[src/rtl/crc_frame_pkg.sv]
// Shared types and constants for the CRC frame appender.
package crc_frame_pkg;

  typedef enum logic [1:0] {
    IDLE   = 2'd0,
    DATA   = 2'd1,
    APPEND = 2'd2
  } state_t;

  // Ethernet CRC-32 (reflected, inverted)
  localparam int unsigned ETH_CRC_SIZE = 32;
  localparam logic [63:0] ETH_POLY     = 64'h0000_0000_04C1_1DB7;
  localparam logic [63:0] ETH_INIT     = 64'h0000_0000_FFFF_FFFF;
  localparam logic [63:0] ETH_XOR_OUT  = 64'h0000_0000_FFFF_FFFF;

  function automatic int unsigned crc_bytes(input int unsigned crc_size);
    return crc_size / 8;
  endfunction

endpackage

[src/rtl/crc_frame_appender_crc_calc.sv]
// Parameterised bytewise CRC engine; crc_o is the finalised (reflected/XORed) value of the running register.
module crc_calc #(
  parameter int unsigned DATA_WIDTH = 8,
  parameter int unsigned CRC_SIZE   = 32,
  parameter logic [63:0] POLY       = 64'h0000_0000_04C1_1DB7,
  parameter logic [63:0] INIT       = 64'h0000_0000_FFFF_FFFF,
  parameter string       REF_IN     = "TRUE",
  parameter string       REF_OUT    = "TRUE",
  parameter logic [63:0] XOR_OUT    = 64'h0000_0000_FFFF_FFFF
) (
  input  logic                  clk_i,
  input  logic                  rst_i,
  input  logic                  soft_reset_i,
  input  logic                  valid_i,
  input  logic [DATA_WIDTH-1:0] data_i,
  output logic [CRC_SIZE-1:0]   crc_o
);

  localparam logic [CRC_SIZE-1:0] POLY_C  = POLY[CRC_SIZE-1:0];
  localparam logic [CRC_SIZE-1:0] INIT_C  = INIT[CRC_SIZE-1:0];
  localparam logic [CRC_SIZE-1:0] XOR_C   = XOR_OUT[CRC_SIZE-1:0];
  localparam bit                  REF_IN_B  = (REF_IN == "TRUE");
  localparam bit                  REF_OUT_B = (REF_OUT == "TRUE");

  logic [DATA_WIDTH-1:0] din;
  logic [CRC_SIZE-1:0]   crc_q, crc_d, crc_rev;

  always_comb begin
    din = data_i;
    if (REF_IN_B) begin
      for (int i = 0; i < int'(DATA_WIDTH); i++) din[i] = data_i[int'(DATA_WIDTH) - 1 - i];
    end
  end

  // MSB-first shift register update, one data bit per step
  always_comb begin
    crc_d = crc_q;
    for (int i = int'(DATA_WIDTH) - 1; i >= 0; i--) begin
      if (din[i] ^ crc_d[CRC_SIZE-1]) crc_d = {crc_d[CRC_SIZE-2:0], 1'b0} ^ POLY_C;
      else                            crc_d = {crc_d[CRC_SIZE-2:0], 1'b0};
    end
  end

  always_comb begin
    for (int i = 0; i < int'(CRC_SIZE); i++) crc_rev[i] = crc_q[int'(CRC_SIZE) - 1 - i];
  end

  assign crc_o = (REF_OUT_B ? crc_rev : crc_q) ^ XOR_C;

  always_ff @(posedge clk_i or posedge rst_i) begin
    if (rst_i)             crc_q <= INIT_C;
    else if (soft_reset_i) crc_q <= INIT_C;
    else if (valid_i)      crc_q <= crc_d;
  end

endmodule

[src/rtl/crc_frame_appender.sv]
// Forwards a byte frame unchanged, then appends its CRC bytes with m_last_o on the final one.
module crc_frame_appender
  import crc_frame_pkg::*;
#(
  parameter logic [63:0] POLY      = ETH_POLY,
  parameter int unsigned CRC_SIZE  = ETH_CRC_SIZE,
  parameter logic [63:0] INIT      = ETH_INIT,
  parameter string       REF_IN    = "TRUE",
  parameter string       REF_OUT   = "TRUE",
  parameter logic [63:0] XOR_OUT   = ETH_XOR_OUT,
  parameter string       LSB_FIRST = "TRUE"
) (
  input  logic       clk_i,
  input  logic       rst_i,
  input  logic [7:0] s_data_i,
  input  logic       s_valid_i,
  input  logic       s_last_i,
  output logic       s_ready_o,
  output logic [7:0] m_data_o,
  output logic       m_valid_o,
  output logic       m_last_o,
  input  logic       m_ready_i,
  output logic       busy_o
);

  localparam int unsigned     CRC_BYTES = crc_bytes(CRC_SIZE);
  localparam int unsigned     CNT_W     = (CRC_BYTES > 1) ? $clog2(CRC_BYTES) : 1;
  localparam logic [CNT_W-1:0] CNT_LAST = CNT_W'(CRC_BYTES - 1);
  localparam bit              LSB_B     = (LSB_FIRST == "TRUE");

  state_t              state_q, state_d;
  logic [CNT_W-1:0]    cnt_q, cnt_d;
  logic [7:0]          data_q, data_d;
  logic                valid_q, valid_d;
  logic                last_q, last_d;
  logic                busy_q, busy_d;

  logic                out_free, s_ready_c, eng_valid, eng_soft_reset;
  logic [CRC_SIZE-1:0] crc;
  logic [CNT_W-1:0]    byte_idx;
  logic [7:0]          crc_byte;

  crc_calc #(
    .DATA_WIDTH (8),
    .CRC_SIZE   (CRC_SIZE),
    .POLY       (POLY),
    .INIT       (INIT),
    .REF_IN     (REF_IN),
    .REF_OUT    (REF_OUT),
    .XOR_OUT    (XOR_OUT)
  ) u_crc (
    .clk_i        (clk_i),
    .rst_i        (~rst_i),
    .soft_reset_i (eng_soft_reset),
    .valid_i      (eng_valid),
    .data_i       (s_data_i),
    .crc_o        (crc)
  );

  assign out_free = !valid_q || m_ready_i;
  assign byte_idx = LSB_B ? cnt_q : (CNT_LAST - cnt_q);
  assign crc_byte = 8'(crc >> {byte_idx, 3'b000});

  always_comb begin
    state_d        = state_q;
    cnt_d          = cnt_q;
    data_d         = data_q;
    valid_d        = valid_q;
    last_d         = last_q;
    busy_d         = busy_q;
    s_ready_c      = 1'b0;
    eng_valid      = 1'b0;
    eng_soft_reset = 1'b0;

    if (valid_q && m_ready_i && last_q) busy_d = 1'b0;
    // Output slot drains unless a new byte is loaded below
    if (out_free) begin
      valid_d = 1'b0;
      last_d  = 1'b0;
    end

    case (state_q)
      IDLE, DATA: begin
        s_ready_c = out_free;
        if (s_valid_i && out_free) begin
          eng_valid = 1'b1;
          data_d    = s_data_i;
          valid_d   = 1'b1;
          last_d    = 1'b0;
          busy_d    = 1'b1;
          if (s_last_i) begin
            state_d = APPEND;
            cnt_d   = '0;
          end else begin
            state_d = DATA;
          end
        end
      end
      APPEND: begin
        if (out_free) begin
          data_d  = crc_byte;
          valid_d = 1'b1;
          last_d  = (cnt_q == CNT_LAST);
          cnt_d   = cnt_q + CNT_W'(1);
          if (cnt_q == CNT_LAST) begin
            eng_soft_reset = 1'b1;
            state_d        = IDLE;
            cnt_d          = '0;
          end
        end
      end
      default: state_d = IDLE;
    endcase
  end

  always_ff @(posedge clk_i or negedge rst_i) begin
    if (!rst_i) begin
      state_q <= IDLE;
      cnt_q   <= '0;
      data_q  <= '0;
      valid_q <= 1'b0;
      last_q  <= 1'b0;
      busy_q  <= 1'b0;
    end else begin
      state_q <= state_d;
      cnt_q   <= cnt_d;
      data_q  <= data_d;
      valid_q <= valid_d;
      last_q  <= last_d;
      busy_q  <= busy_d;
    end
  end

  assign s_ready_o = s_ready_c;
  assign m_data_o  = data_q;
  assign m_valid_o = valid_q;
  assign m_last_o  = last_q;
  assign busy_o    = busy_q;

endmodule
[config.mk]
export PLATFORM = sky130hd
export DESIGN_NAME = crc_frame_appender
export DESIGN_NICKNAME = d
export VERILOG_FILES = /design/src/rtl/crc_frame_pkg.sv /design/src/rtl/crc_frame_appender_crc_calc.sv /design/src/rtl/crc_frame_appender.sv
export SDC_FILE = /design/constraint.sdc
export NUM_CORES = 1
export LEC_CHECK = 0
export CAP_MARGIN = 20
export CORE_ASPECT_RATIO = 0.7
export CORE_MARGIN = 2
export CORE_UTILIZATION = 60
export DETAILED_ROUTE_END_ITERATION = 6
export DONT_BUFFER_PORTS = 1
export PLACE_DENSITY = 0.8
export SYNTH_ARGS = -nofsm -noshare
export SYNTH_HDL_FRONTEND = slang
export SYNTH_HIERARCHICAL = 1
export SYNTH_SLANG_ARGS = --single-unit
export TNS_END_PERCENT = 30
[constraint.sdc]
create_clock -name clk_i -period 2.6 [get_ports clk_i]
set_clock_uncertainty 0.05 [all_clocks]
set_input_delay 0.39 -clock clk_i [delete_from_list [all_inputs] [get_ports clk_i]]
set_output_delay 0.39 -clock clk_i [all_outputs]
set_load 0.005 [all_outputs]
Word-level counts from Yosys, hierarchy flattened
Index checks and enable logic that the tools add are counted.
{"block": "totals", "regBits": 47, "in_bits": 13, "output_inout_bits": 12, "word_cells": 85}
{"block": "op_classes", "n_addsub": 1, "eq_ne": 7, "n_shift": 1, "muxes": 40, "bitwise": 17, "n_reduce_logical": 12}
{"cell": "$mux 27", "count": 8}
{"cell": "$not 14->14", "count": 8}
{"cell": "$mux 32", "count": 2}
{"cell": "$not 32->32", "count": 1}
{"cell": "$shr 32x5->8", "count": 1}
{"cell": "$mux 2", "count": 8}
{"cell": "$mux 8", "count": 2}
{"cell": "$pmux 8 s2", "count": 1}
{"cell": "$mux 1", "count": 15}
{"cell": "$ne 2x2->1 const B", "count": 4}
{"cell": "$pmux 2 s2", "count": 2}
{"cell": "$xor 1x1->1", "count": 8}
{"cell": "$reduce_and 3->1", "count": 2}
{"cell": "$eq 2x2->1 const B", "count": 2}
{"cell": "$pmux 1 s2", "count": 2}
{"cell": "$reduce_and 4->1", "count": 1}
{"cell": "$reduce_bool 2->1", "count": 2}
{"cell": "$logic_and 1x1->1", "count": 3}
{"cell": "$add 2x1->2 const B", "count": 1}
{"cell": "$eq 2x1->1 const B", "count": 1}
{"cell": "$logic_not 2->1", "count": 1}
{"cell": "$reduce_or 2->1", "count": 1}
{"cell": "$logic_not 1->1", "count": 1}
{"cell": "$logic_or 1x1->1", "count": 1}

Longest topological paths before layout
{"block": "depth", "word_depth": 18, "ltp_mapped": 8}

By module
Netlist, hierarchy kept.
{"module": "crc_calc", "instances": 1, "cells_per_inst": 208, "area_per_inst_um2": 2408.6, "seq_area_each_um2": 840.8}
{"module": "crc_frame_appender", "instances": 1, "cells_per_inst": 83, "area_per_inst_um2": 935.9, "seq_area_each_um2": 375.4}

Least setup slack after synthesis
Ideal clock, no wire load.
{"block": "synth_path", "path_kind": "reg-to-reg", "startpoint": "register u_crc.crc_q[31]", "endpoint": "register u_crc.crc_q[14]", "setup_time_ns": 0.072, "t_arrival_ns": 1.694, "t_required_ns": 2.478, "slack_ns": 0.784, "path_stages_with_launch": 5, "path_cell_list": "dfstp_2 > xnor2_2 > xnor3_1 > xnor3_1 > o21ai_1"}
{"block": "synth_between", "elab_chain_cells": 15}
{"element": "start: declaration", "line": "crc_frame_appender_crc_calc.sv:26", "rtl": "logic [CRC_SIZE-1:0] crc_q, crc_d, crc_rev;"}
{"element": "start signal: assignment", "line": "crc_frame_appender_crc_calc.sv:53", "rtl": "else if (valid_i) crc_q <= crc_d;"}
{"element": "$xor 1x1->1 (*)", "line": "crc_frame_appender_crc_calc.sv:39", "rtl": "if (din[i] ^ crc_d[CRC_SIZE-1]) crc_d = {crc_d[CRC_SIZE-2:0], 1'b0} ^ POLY_C;"}
{"element": "$mux 27 (*)", "line": "crc_frame_appender_crc_calc.sv:39"}
{"element": "$not 14->14 (no line)"}
{"element": "$mux 27 (*) (2 in a row)", "line": "crc_frame_appender_crc_calc.sv:39"}
{"element": "$not 14->14 (no line)"}
{"element": "$mux 27 (*)", "line": "crc_frame_appender_crc_calc.sv:39"}
{"element": "$not 14->14 (no line)"}
{"element": "$mux 27 (*)", "line": "crc_frame_appender_crc_calc.sv:39"}
{"element": "$not 14->14 (no line)"}
{"element": "$mux 27 (*) (3 in a row)", "line": "crc_frame_appender_crc_calc.sv:39"}
{"element": "$mux 32 (*)", "line": "crc_frame_appender_crc_calc.sv:53"}
{"element": "$mux 32 (*)", "line": "crc_frame_appender_crc_calc.sv:52", "rtl": "else if (soft_reset_i) crc_q <= INIT_C;"}
Mark *: on every way between the ends. The rest lies on a longest branch, timed or not. The select of a mux whose other input is x is not followed.
A chain may end at the register's enable or synchronous reset.

Final worst setup path
Ends and elaborated chain as after synthesis.

==> metrics.csv <==
stage,metric,value,unit
run_status,run status,"complete, no violations",
routing,Initial DRC Count,129,
synth,Seq cells post-synth,47,
critical_path,critical path's slowest cell,xnor2_2,
routing,met2 WL,3.08,mm
synth,warnings from Yosys,6,
timing,RSZ-0062 raised after global routing,false,
clock_network,clock root cell,clkbuf_8,
placed_design,HPWL Detailed,5.01,mm
placed_design,post-placement setup slack,0.600,ns
grt,vias in the first global route,2117,
finish,Final Non-Filler Cells,366,
synth,top_reg_cell synth,dfstp_2,
synth,synthesized area per cell,11.5,sq um
finish,Register Area,1220,sq um
grt,Total GRT Usage,24.4,%
routing,drt first pass iters,4,
floorplanning,core area,5310,sq um
routing,metal3 WL,617,um
timing,Max-Slew Margin vs Limit,55.7,%
clock_network,clock sink count,47,
routing,uppermost layer routed,met4,
grt,initial antenna violation count,0,
critical_path,crit-path cells,xnor2_2 > xnor3_1 > xnor3_1 > o21ai_1,
clock_network,post_cts resized,0,
floorplanning,std cell rows,22,
synth,mux share of post-synthesis cell area,7.78,%
routing,routed len/inst,18.6,um
grt,first-pass GRT wire length,11.1,mm
finish,Antenna Cells,0,
finish,fraction of layout cells with a size suffix above 1,27.2,%
timing,final hold slack,0.152,ns
job,MaxCap Viol Count,0,
clock_network,TritonCTS clock tree,done,
placed_design,gpl congestion,0.827,
floorplanning,io pins,25,
floorplanning,Die W,93.2,um
timing,post-route minimum period,2.02,ns
synth,Post-synth top cells,"inv_1 (44), dfstp_2 (32), nor2_1 (30)",
routing,DRT antenna net count,0,
floorplanning,initial core utilization,63.0,%
synth,synth top area cells,"dfstp_2 (25%), xnor3_1 (11%), dfrtp_1 (11%)",
critical_path,Setup Crit Path Kind,reg -> reg,
critical_path,data required time at the worst endpoint,2.79,ns
timing,final worst-path cycle share,77.6,%
synth,post-synthesis sequential area ratio,36.4,%
finish,Area Growth Syn to Fin,5.69,%
clock_network,Bufs on Longest Clock Path,2,
timing,Setup WS post-layout,0.584,ns
synth,Post-Synth Adder-Cell Area,0.374,%
synth,"EDFF count, synth",0,
clock_network,maximum level of the CTS H-tree,2,
routing,final WL,6.79,mm
timing,fmax,0.496,GHz
placed_design,Port Buffer Count,0,
routing,vias per cell,5.81,
timing,Final setup viols,0,
routing,vias,2125,
synth,top cell type's share of synthesized area,25.1,%
synth,cell with the most instances after synthesis,inv_1,
critical_path,crit end category,flop,
hold_path,Min-Delay Path Class,in -> async,
critical_path,Crit path largest cell delay,0.52,ns
critical_path,Worst EP arrival,2.20,ns
critical_path,Startpoint Class,flop,
critical_path,Max Fanout on Critical Path,6,
synth,synthesized area,3340,sq um
timing,setup TNS,0,ns
synth,fraction of registers with async set/reset,100,%
clock_network,clock slew seen by the registers of the worst setup and hold paths,0.09,ns
timing,Hold Fails Final Rpt,0,
synth,Yosys cell types,39,
clock_network,Clock Latency Late Sink,0.30,ns
routing,DRC,0,
synth,main combinational cell family by area after synthesis,XOR/XNOR gates,
synth,post-synthesis compound-gate area fraction,12.1,%
critical_path,Top Family by Delay on Critical Path,XOR/XNOR gates,
critical_path,Crit path top cell by count,xnor3_1,
synth,"Net Count, Synth",305,
synth,Mapped Cells,291,
synth,Post-Synth XOR/XNOR Area,30.3,%
grt,GR Overflow Total,0,
routing,met1 wire length,3.05,mm
finish,fill cell count,379,
floorplanning,die area,6200,sq um
synth,cell accounting for the most synthesized area,dfstp_2,
synth,simple-gate share of the synthesized area,5.91,%
placed_design,Placed Cells,357,
clock_network,CTS Buf Count,5,
finish,multi-input logic area,1890,sq um
timing,measured slew at the worst slew-check pin,0.662,ns
timing,Max Slew Vio Count,0,
floorplanning,die height,66.5,um
finish,fin nets,307,
grt,largest net degree at the start of global routing,38,
critical_path,Bufs and invs on worst path,0,
[what timing repair did]
action	in CTS	in global routing
endpoints found under the setup margin	0	0
hold endpoints to repair	15	0
hold buffers	1	0
buffers inserted	0	0
[registers in the layout (all words and copies together) (netlist names)]
name / flops
busy_o: 1
byte_idx: 2
m_data_o: 8
m_last_o: 1
m_valid_o: 1
state_q: 2
u_crc/crc_q: 32
[layout make-up]
type / instances / share of cell area (%)
Clock buffer: 5 / 1.95
Clock inverter: 3 / 0.425
Inverter: 44 / 4.67
Multi-Input combinational cell: 184 / 53.6
Sequential cell: 47 / 34.4
Tap cell: 72 / 2.55
Timing Repair Buffer: 11 / 2.41
[path summary, 6_finish.rpt]
kind,startpoint,end,slack (ns),cells after the start
max,u_crc/crc_q[31],u_crc/crc_q[14],0.58,4
min,rst_i,u_crc/crc_q[28],0.15,2
max reg2reg,u_crc/crc_q[31],u_crc/crc_q[14],0.58,4
min reg2reg,u_crc/crc_q[22],u_crc/crc_q[22],0.48,2
max in group asynchronous,rst_i,m_data_o[6],1.57,1
min in group clk_i,s_last_i,state_q[1],0.19,1
[metrics by stage]
| step | cell area [sq um] | util, % |
|---|---|---|
| after floorplan | 3340 | - |
| after global placement | 3440 | 64.8 |
| after detailed placement | 3440 | 64.8 |
| after CTS | 3530 | 66.5 |
| after global routing | 3530 | 66.5 |
| final | 3530 | 66.5 |
[cell families after synthesis]
family          after synthesis
simple gates                 45
compound gates               59
xor+xnor                     63
flops                        47
fa+ha+maj                     1
buf+inv                      60
mux                          16
[placed cells by master, fill, tap and decap left out, types with 2 or more instances in the layout]
cell / netlist / layout
a211o_1: 15 / 15
a21oi_1: 17 / 17
buf_4: 0 / 10
clkbuf_8: 0 / 5
clkinv_2: 0 / 3
dfrtp_1: 15 / 15
dfstp_2: 32 / 32
inv_1: 44 / 44
mux2i_1: 8 / 8
mux4_2: 8 / 8
nand2_1: 3 / 3
nand2b_1: 2 / 2
nand3_1: 2 / 2
nor2_1: 30 / 28
nor2_2: 0 / 2
nor3_1: 5 / 5
o21ai_0: 6 / 6
o21ai_1: 3 / 3
o21bai_1: 4 / 4
o22ai_1: 8 / 8
xnor2_1: 26 / 26
xnor2_2: 5 / 5
xnor2_4: 8 / 8
xnor3_1: 17 / 17
xor2_1: 4 / 4
[per-layer routing]
metal	track usage [%]	vias up
met2	38.8	91
met4	5.15	0
met5	0	-
met1	34.1	1056
met3	6.56	6
li1	-	972
Power is not shown: default switching activity piles up to over one toggle a cycle in this logic, so the estimate is an artifact.
